[config.mk]
export PLATFORM = sky130hd
export DESIGN_NAME = video_timing_gen
export DESIGN_NICKNAME = d
export VERILOG_FILES = /design/src/rtl/video_timing_gen.sv
export SDC_FILE = /design/constraint.sdc
export NUM_CORES = 1
export LEC_CHECK = 0
export BUFFER_PORTS_ARGS = -buffer_cell sky130_fd_sc_hd__buf_2
export CAP_MARGIN = 15
export CORE_UTILIZATION = 40
export DETAILED_ROUTE_END_ITERATION = 12
export PLACE_DENSITY = 0.64
export SETUP_SLACK_MARGIN = 0.05
export SLEW_MARGIN = 30
export SYNTH_ARGS = -nofsm -noshare
export SYNTH_HDL_FRONTEND = slang
export SYNTH_SLANG_ARGS = --single-unit
[constraint.sdc]
create_clock -name sys_clk -period 4.1 [get_ports sys_clk]
set_clock_uncertainty 0.15 [all_clocks]
set_input_delay 0.41 -clock sys_clk [delete_from_list [all_inputs] [get_ports sys_clk]]
set_output_delay 0.41 -clock sys_clk [all_outputs]
set_load 0.02 [all_outputs]
[src/rtl/video_timing_gen.sv]
// Raster timing generator: free-running h/v counters with phase tracking,
// producing registered sync, data-enable, a one-cycle-early pixel fetch
// strobe with its coordinates, aligned RGB data and a frame-start pulse.
module video_timing_gen #(
  parameter int H_SYNC   = 96,
  parameter int H_BACK   = 48,
  parameter int H_ACTIVE = 640,
  parameter int H_FRONT  = 16,
  parameter int V_SYNC   = 2,
  parameter int V_BACK   = 33,
  parameter int V_ACTIVE = 480,
  parameter int V_FRONT  = 10
) (
  input  logic        sys_clk,
  input  logic        sys_rst,
  input  logic        clk_en,
  input  logic [23:0] pix_data,
  output logic        pix_req,
  output logic [9:0]  pix_x,
  output logic [9:0]  pix_y,
  output logic        hsync,
  output logic        vsync,
  output logic        de,
  output logic [23:0] rgb,
  output logic        frame_start
);

  localparam int H_TOTAL = H_SYNC + H_BACK + H_ACTIVE + H_FRONT;
  localparam int V_TOTAL = V_SYNC + V_BACK + V_ACTIVE + V_FRONT;

  // Phase encoding shared by the horizontal and vertical trackers
  localparam logic [1:0] PH_SYNC   = 2'd0;
  localparam logic [1:0] PH_BACK   = 2'd1;
  localparam logic [1:0] PH_ACTIVE = 2'd2;
  localparam logic [1:0] PH_FRONT  = 2'd3;

  // Counter values at which each phase begins
  localparam logic [9:0] H_BACK_AT  = 10'(H_SYNC);
  localparam logic [9:0] H_ACT_AT   = 10'(H_SYNC + H_BACK);
  localparam logic [9:0] H_FRONT_AT = 10'(H_SYNC + H_BACK + H_ACTIVE);
  localparam logic [9:0] H_LAST     = 10'(H_TOTAL - 1);
  localparam logic [9:0] V_BACK_AT  = 10'(V_SYNC);
  localparam logic [9:0] V_ACT_AT   = 10'(V_SYNC + V_BACK);
  localparam logic [9:0] V_FRONT_AT = 10'(V_SYNC + V_BACK + V_ACTIVE);
  localparam logic [9:0] V_LAST     = 10'(V_TOTAL - 1);

  logic [9:0]  h_cnt_q, h_cnt_d;
  logic [9:0]  v_cnt_q, v_cnt_d;
  logic [1:0]  h_ph_q, h_ph_d;
  logic [1:0]  v_ph_q, v_ph_d;
  logic        h_wrap;

  logic        hsync_q, hsync_d;
  logic        vsync_q, vsync_d;
  logic        de_q, de_d;
  logic        pix_req_q, pix_req_d;
  logic [9:0]  pix_x_q, pix_x_d;
  logic [9:0]  pix_y_q, pix_y_d;
  logic [23:0] rgb_q, rgb_d;
  logic        fs_q, fs_d;

  // Counter advance and phase transitions at the programmed boundaries
  always_comb begin
    h_wrap  = (h_cnt_q == H_LAST);
    h_cnt_d = h_wrap ? 10'd0 : h_cnt_q + 10'd1;
    v_cnt_d = v_cnt_q;
    if (h_wrap) begin
      v_cnt_d = (v_cnt_q == V_LAST) ? 10'd0 : v_cnt_q + 10'd1;
    end

    h_ph_d = h_ph_q;
    if (h_cnt_d == 10'd0)            h_ph_d = PH_SYNC;
    else if (h_cnt_d == H_BACK_AT)   h_ph_d = PH_BACK;
    else if (h_cnt_d == H_ACT_AT)    h_ph_d = PH_ACTIVE;
    else if (h_cnt_d == H_FRONT_AT)  h_ph_d = PH_FRONT;

    v_ph_d = v_ph_q;
    if (h_wrap) begin
      if (v_cnt_d == 10'd0)            v_ph_d = PH_SYNC;
      else if (v_cnt_d == V_BACK_AT)   v_ph_d = PH_BACK;
      else if (v_cnt_d == V_ACT_AT)    v_ph_d = PH_ACTIVE;
      else if (v_cnt_d == V_FRONT_AT)  v_ph_d = PH_FRONT;
    end
  end

  // Output decode from the current count; registered so outputs lag by one clock
  always_comb begin
    hsync_d = (h_ph_q != PH_SYNC);
    vsync_d = (v_ph_q != PH_SYNC);
    de_d    = (h_ph_q == PH_ACTIVE) && (v_ph_q == PH_ACTIVE);
    // Fetch when the next count lands in the active window; a line wrap
    // always lands in SYNC, so the current row is the row being fetched.
    pix_req_d = (h_ph_d == PH_ACTIVE) && (v_ph_q == PH_ACTIVE);
    pix_x_d   = pix_x_q;
    pix_y_d   = pix_y_q;
    if (pix_req_d) begin
      pix_x_d = h_cnt_d - H_ACT_AT;
      pix_y_d = v_cnt_q - V_ACT_AT;
    end
    // Data requested last clock is captured as de rises for that pixel
    rgb_d = pix_req_q ? pix_data : 24'h0;
    fs_d  = (h_cnt_q == 10'd0) && (v_cnt_q == 10'd0);
  end

  // State update: reset dominates, clk_en low freezes everything
  always_ff @(posedge sys_clk) begin
    if (sys_rst) begin
      h_cnt_q   <= 10'd0;
      v_cnt_q   <= 10'd0;
      h_ph_q    <= PH_SYNC;
      v_ph_q    <= PH_SYNC;
      hsync_q   <= 1'b1;
      vsync_q   <= 1'b1;
      de_q      <= 1'b0;
      pix_req_q <= 1'b0;
      pix_x_q   <= 10'd0;
      pix_y_q   <= 10'd0;
      rgb_q     <= 24'h0;
      fs_q      <= 1'b0;
    end else if (clk_en) begin
      h_cnt_q   <= h_cnt_d;
      v_cnt_q   <= v_cnt_d;
      h_ph_q    <= h_ph_d;
      v_ph_q    <= v_ph_d;
      hsync_q   <= hsync_d;
      vsync_q   <= vsync_d;
      de_q      <= de_d;
      pix_req_q <= pix_req_d;
      pix_x_q   <= pix_x_d;
      pix_y_q   <= pix_y_d;
      rgb_q     <= rgb_d;
      fs_q      <= fs_d;
    end
  end

  assign hsync       = hsync_q;
  assign vsync       = vsync_q;
  assign de          = de_q;
  assign pix_req     = pix_req_q;
  assign pix_x       = pix_x_q;
  assign pix_y       = pix_y_q;
  assign rgb         = rgb_q;
  assign frame_start = fs_q;

endmodule
==> key figures <==
Clock network
  • # H-tree levels: 3
  • CTS Sinks: 73
  • Hold buffers post-CTS: 0
  • CTS buffer count: 9
  • Postcts setup bufs: 0
  • CTS tree: built
  • CTS max path bufs: 2
  • Clock root buffer: clkbuf_8
  • CTS resizes: 0
  • Clk Latency, worst-skew pair: 0.36 ns
  • Clock-pin transition on the worst setup and hold timing paths: 0.08 ns

Drt
  • Drt initial violations: 186
  • Routed Antenna Nets: 0
  • DR DRC count: 0
  • DR pass1 iterations: 4
  • Routed WL per cell: 13.84 µm
  • DR vias/cell: 5.190
  • Wirelength, routed: 9520 µm
  • Routed via count: 3,571

Setup path
  • Nature of the critical path startpoint: flip-flop
  • Crit end category: flip-flop
  • Crit Path Max Fanout: 12
  • Req. time, crit path: 4.24 ns
  • Worst path cell trace: ha_1 > nand4_1 > nor3_1 > buf_4 > a21oi_1 > inv_1 > ha_1 > mux2_2 > and3_2 > a211o_1 > or4_4 > o21ai_2
  • Crit-path slowest cell: or4_4
  • Stages on worst setup path: 12
  • Critical Path Start: h_cnt_q[0]
  • WP buf/inv: 2
  • Setup CP Type: reg2reg
  • Reg-to-reg setup timing slack: 0.49 ns
  • Reg-to-Reg Start: h_cnt_q[0]
  • Delay-heaviest family, CP: simple AND/OR/NAND/NOR gates
  • Reg2Reg Depth: 12
  • CP max stage delay: 0.52 ns
  • Cell mode on critical path: ha_1
  • WP data arrival: 3.75 ns

Status
  • Outcome: completed

Worst hold path
  • Hold path startpoint: pix_data[13]
  • Hold Crit Class: in2reg
  • Hold Path Depth: 3

GRT
  • Largest net degree at the start of global routing: 49
  • Number of global-route vias before repair: 3,296
  • Grt total ovfl: 0
  • Antenna violations before repair: 0
  • Total routing usage reported by global routing: 19.27%
  • First-pass GRT wire length: 15,810 µm

Die
  • Die area: 10,360 µm²
  • Core Rows: 36
  • I/O pin total: 76
  • Initial core utilization: 40.95%
  • Core Region: 9729 µm²
  • Die height: 101.8 µm
  • Die X: 101.8 µm

Cells and area
  • Synthesis-to-finish area growth: 15.20%
  • Final std cells w/o fill: 688
  • Fin area: 4589 µm²
  • Number of inserted diodes: 0
  • Layout cells sized above 1: 21.08%
  • Nets: 586

Placed design
  • RD Place Congestion: 0.9357
  • Port bufs: 75
  • DP Cell Count: 672
  • Post-DP HPWL: 6707 µm
  • Placed Area: 4370 µm²
  • Pre-CTS WS: 0.5482 ns

Logic synthesis
  • Synth warnings: 0
  • Syn Inst Count: 496
  • Number of flops mapped to enable cells by yosys: 0
  • Synth Area per Inst: 8.032 µm²
  • Most used flip-flop cell after synthesis: dfxtp_1
  • Asr flop ratio synth: 0%
  • Post-synthesis sequential area ratio: 36.68%
  • Count of different cell masters after synthesis: 58
  • Mapped cell area: 3984 µm²
  • #FFs+latches synth: 73
  • Synth Net Count: 532

STA
  • Max transition margin: 41.45%
  • RSZ-0062 raised after global routing: no
  • # setup viols final: 0
  • Setup_tns: 0 ns
  • Worst-Margin Slew: 0.8783 ns
  • Max Freq: 276.9 MHz
  • Fin. max-slew vios: 0
  • Clock period minus worst slack: 3.612 ns
  • Final period util: 88.09%
  • Final setup margin: 0.4882 ns
  • Final hold vios: 0
  • Hold_ws: 0.1220 ns

Power
  • Maximum VDD drop: 0.2177 mV
  • Pwr/cell area: 311.4 nW/µm²
  • Static leakage power: 1.804 nW

Run
  • Max-cap viol count: 0
cell usage after synthesis (3+ instances only):
library cell,instances,area [µm²]
and3_2,4,30.03
inv_1,14,52.55
a211o_1,3,26.28
nand2_1,24,90.09
and4_1,4,35.03
nor3_1,9,45.04
nand4_1,11,68.82
nor4_1,4,25.02
nand2b_1,6,37.54
nor2b_1,26,162.7
xnor2_1,17,148.9
o21ai_0,17,85.08
xor2_1,10,87.58
o22ai_1,3,18.77
nand4b_1,3,26.28
nand3_1,20,100.1
dfxtp_1,73,1461
or4_1,3,22.52
mux2i_1,9,90.09
ha_1,9,112.6
or3_1,3,18.77
buf_2,6,30.03
a21oi_1,66,330.3
nor2_1,67,251.5
buf_6,5,56.30
a211oi_1,15,112.6
clkbuf_1,26,97.59
registers in the layout, summed over array words and instances (netlist names):
| signal | cells |
|---|---|
| de | 1 |
| frame_start | 1 |
| h_ph_q | 2 |
| vsync | 1 |
| h_cnt_q | 10 |
| pix_y | 10 |
| pix_x | 10 |
| v_ph_q | 2 |
| pix_req | 1 |
| rgb | 24 |
| hsync | 1 |
| v_cnt_q | 10 |
worst register-to-register path: stages (launching register included):
cell	delay (ns)
dfxtp_1	0.39
ha_1	0.31
nand4_1	0.29
nor3_1	0.08
buf_4	0.17
a21oi_1	0.31
inv_1	0.14
ha_1	0.22
mux2_2	0.26
and3_2	0.23
a211o_1	0.42
or4_4	0.52
o21ai_2	0.07
logic make-up (layout without fill, tap and decap cells):
family	Yosys count	count (layout)	synth area share [%]
compound gates	123	123	18.94
xor+xnor	27	27	5.936
fa+ha+maj	9	9	2.827
buf+inv	54	113	6.721
flops	73	73	36.68
mux	11	11	2.827
simple gates	199	199	26.07
per-layer routing:
layer,global-route usage (%),share of wire [%],up-vias
met2,29.00,43,104
met4,8.584,1.9,0
met3,4.762,6.9,20
met5,0,0,-
li1,-,-,1838
met1,26.02,48,1609
worst paths after layout:
| path | end |
|---|---|
| worst max-delay path | pix_x[6] |
| worst min-delay path | rgb[13] |
| worst max register to register | pix_x[6] |
| worst min register to register | frame_start |
cell usage in the layout, fill, tap and decap left out, types with 3 or more instances in the layout:
| cell | count |
|---|---|
| a211o_1 | 3 |
| a211oi_1 | 15 |
| a21oi_1 | 66 |
| and3_2 | 4 |
| and4_1 | 4 |
| buf_2 | 75 |
| buf_4 | 8 |
| clkbuf_8 | 9 |
| dfxtp_1 | 73 |
| ha_1 | 9 |
| inv_1 | 14 |
| mux2i_1 | 9 |
| nand2_1 | 24 |
| nand2b_1 | 6 |
| nand3_1 | 20 |
| nand4_1 | 11 |
| nand4b_1 | 3 |
| nor2_1 | 67 |
| nor2b_1 | 26 |
| nor3_1 | 9 |
| nor4_1 | 4 |
| o21ai_0 | 17 |
| o22ai_1 | 3 |
| or3_1 | 3 |
| or4_1 | 3 |
| xnor2_1 | 17 |
| xor2_1 | 10 |
metrics by stage:
stage | util [%] | power (mW)
3_5_place_dp | 44.92 | 0.8213
5_1_grt | 47.17 | 1.486
3_3_place_gp | 44.92 | 0.8198
6_report | 47.17 | 1.429
4_1_cts | 47.17 | 1.448
2_1_floorplan | - | 0.7935
power by group:
group          total [mW]  switching (mW)  internal [mW]
clock network       0.625           0.283          0.342
logic              0.0812          0.0514         0.0298
registers           0.723         0.00831          0.714
total                1.43           0.343           1.09
final cells by class:
cell class                      count  area [µm²]
Clock buffer                        9       123.9
Clock inverter                      7       95.09
Fill cell                         998        5140
Inverter                           14       52.55
Multi-Input combinational cell    369        2255
Sequential cell                    73        1461
Tap cell                          133       166.4
Timing Repair Buffer               83       435.4
Power figures use the tool's default switching activity.
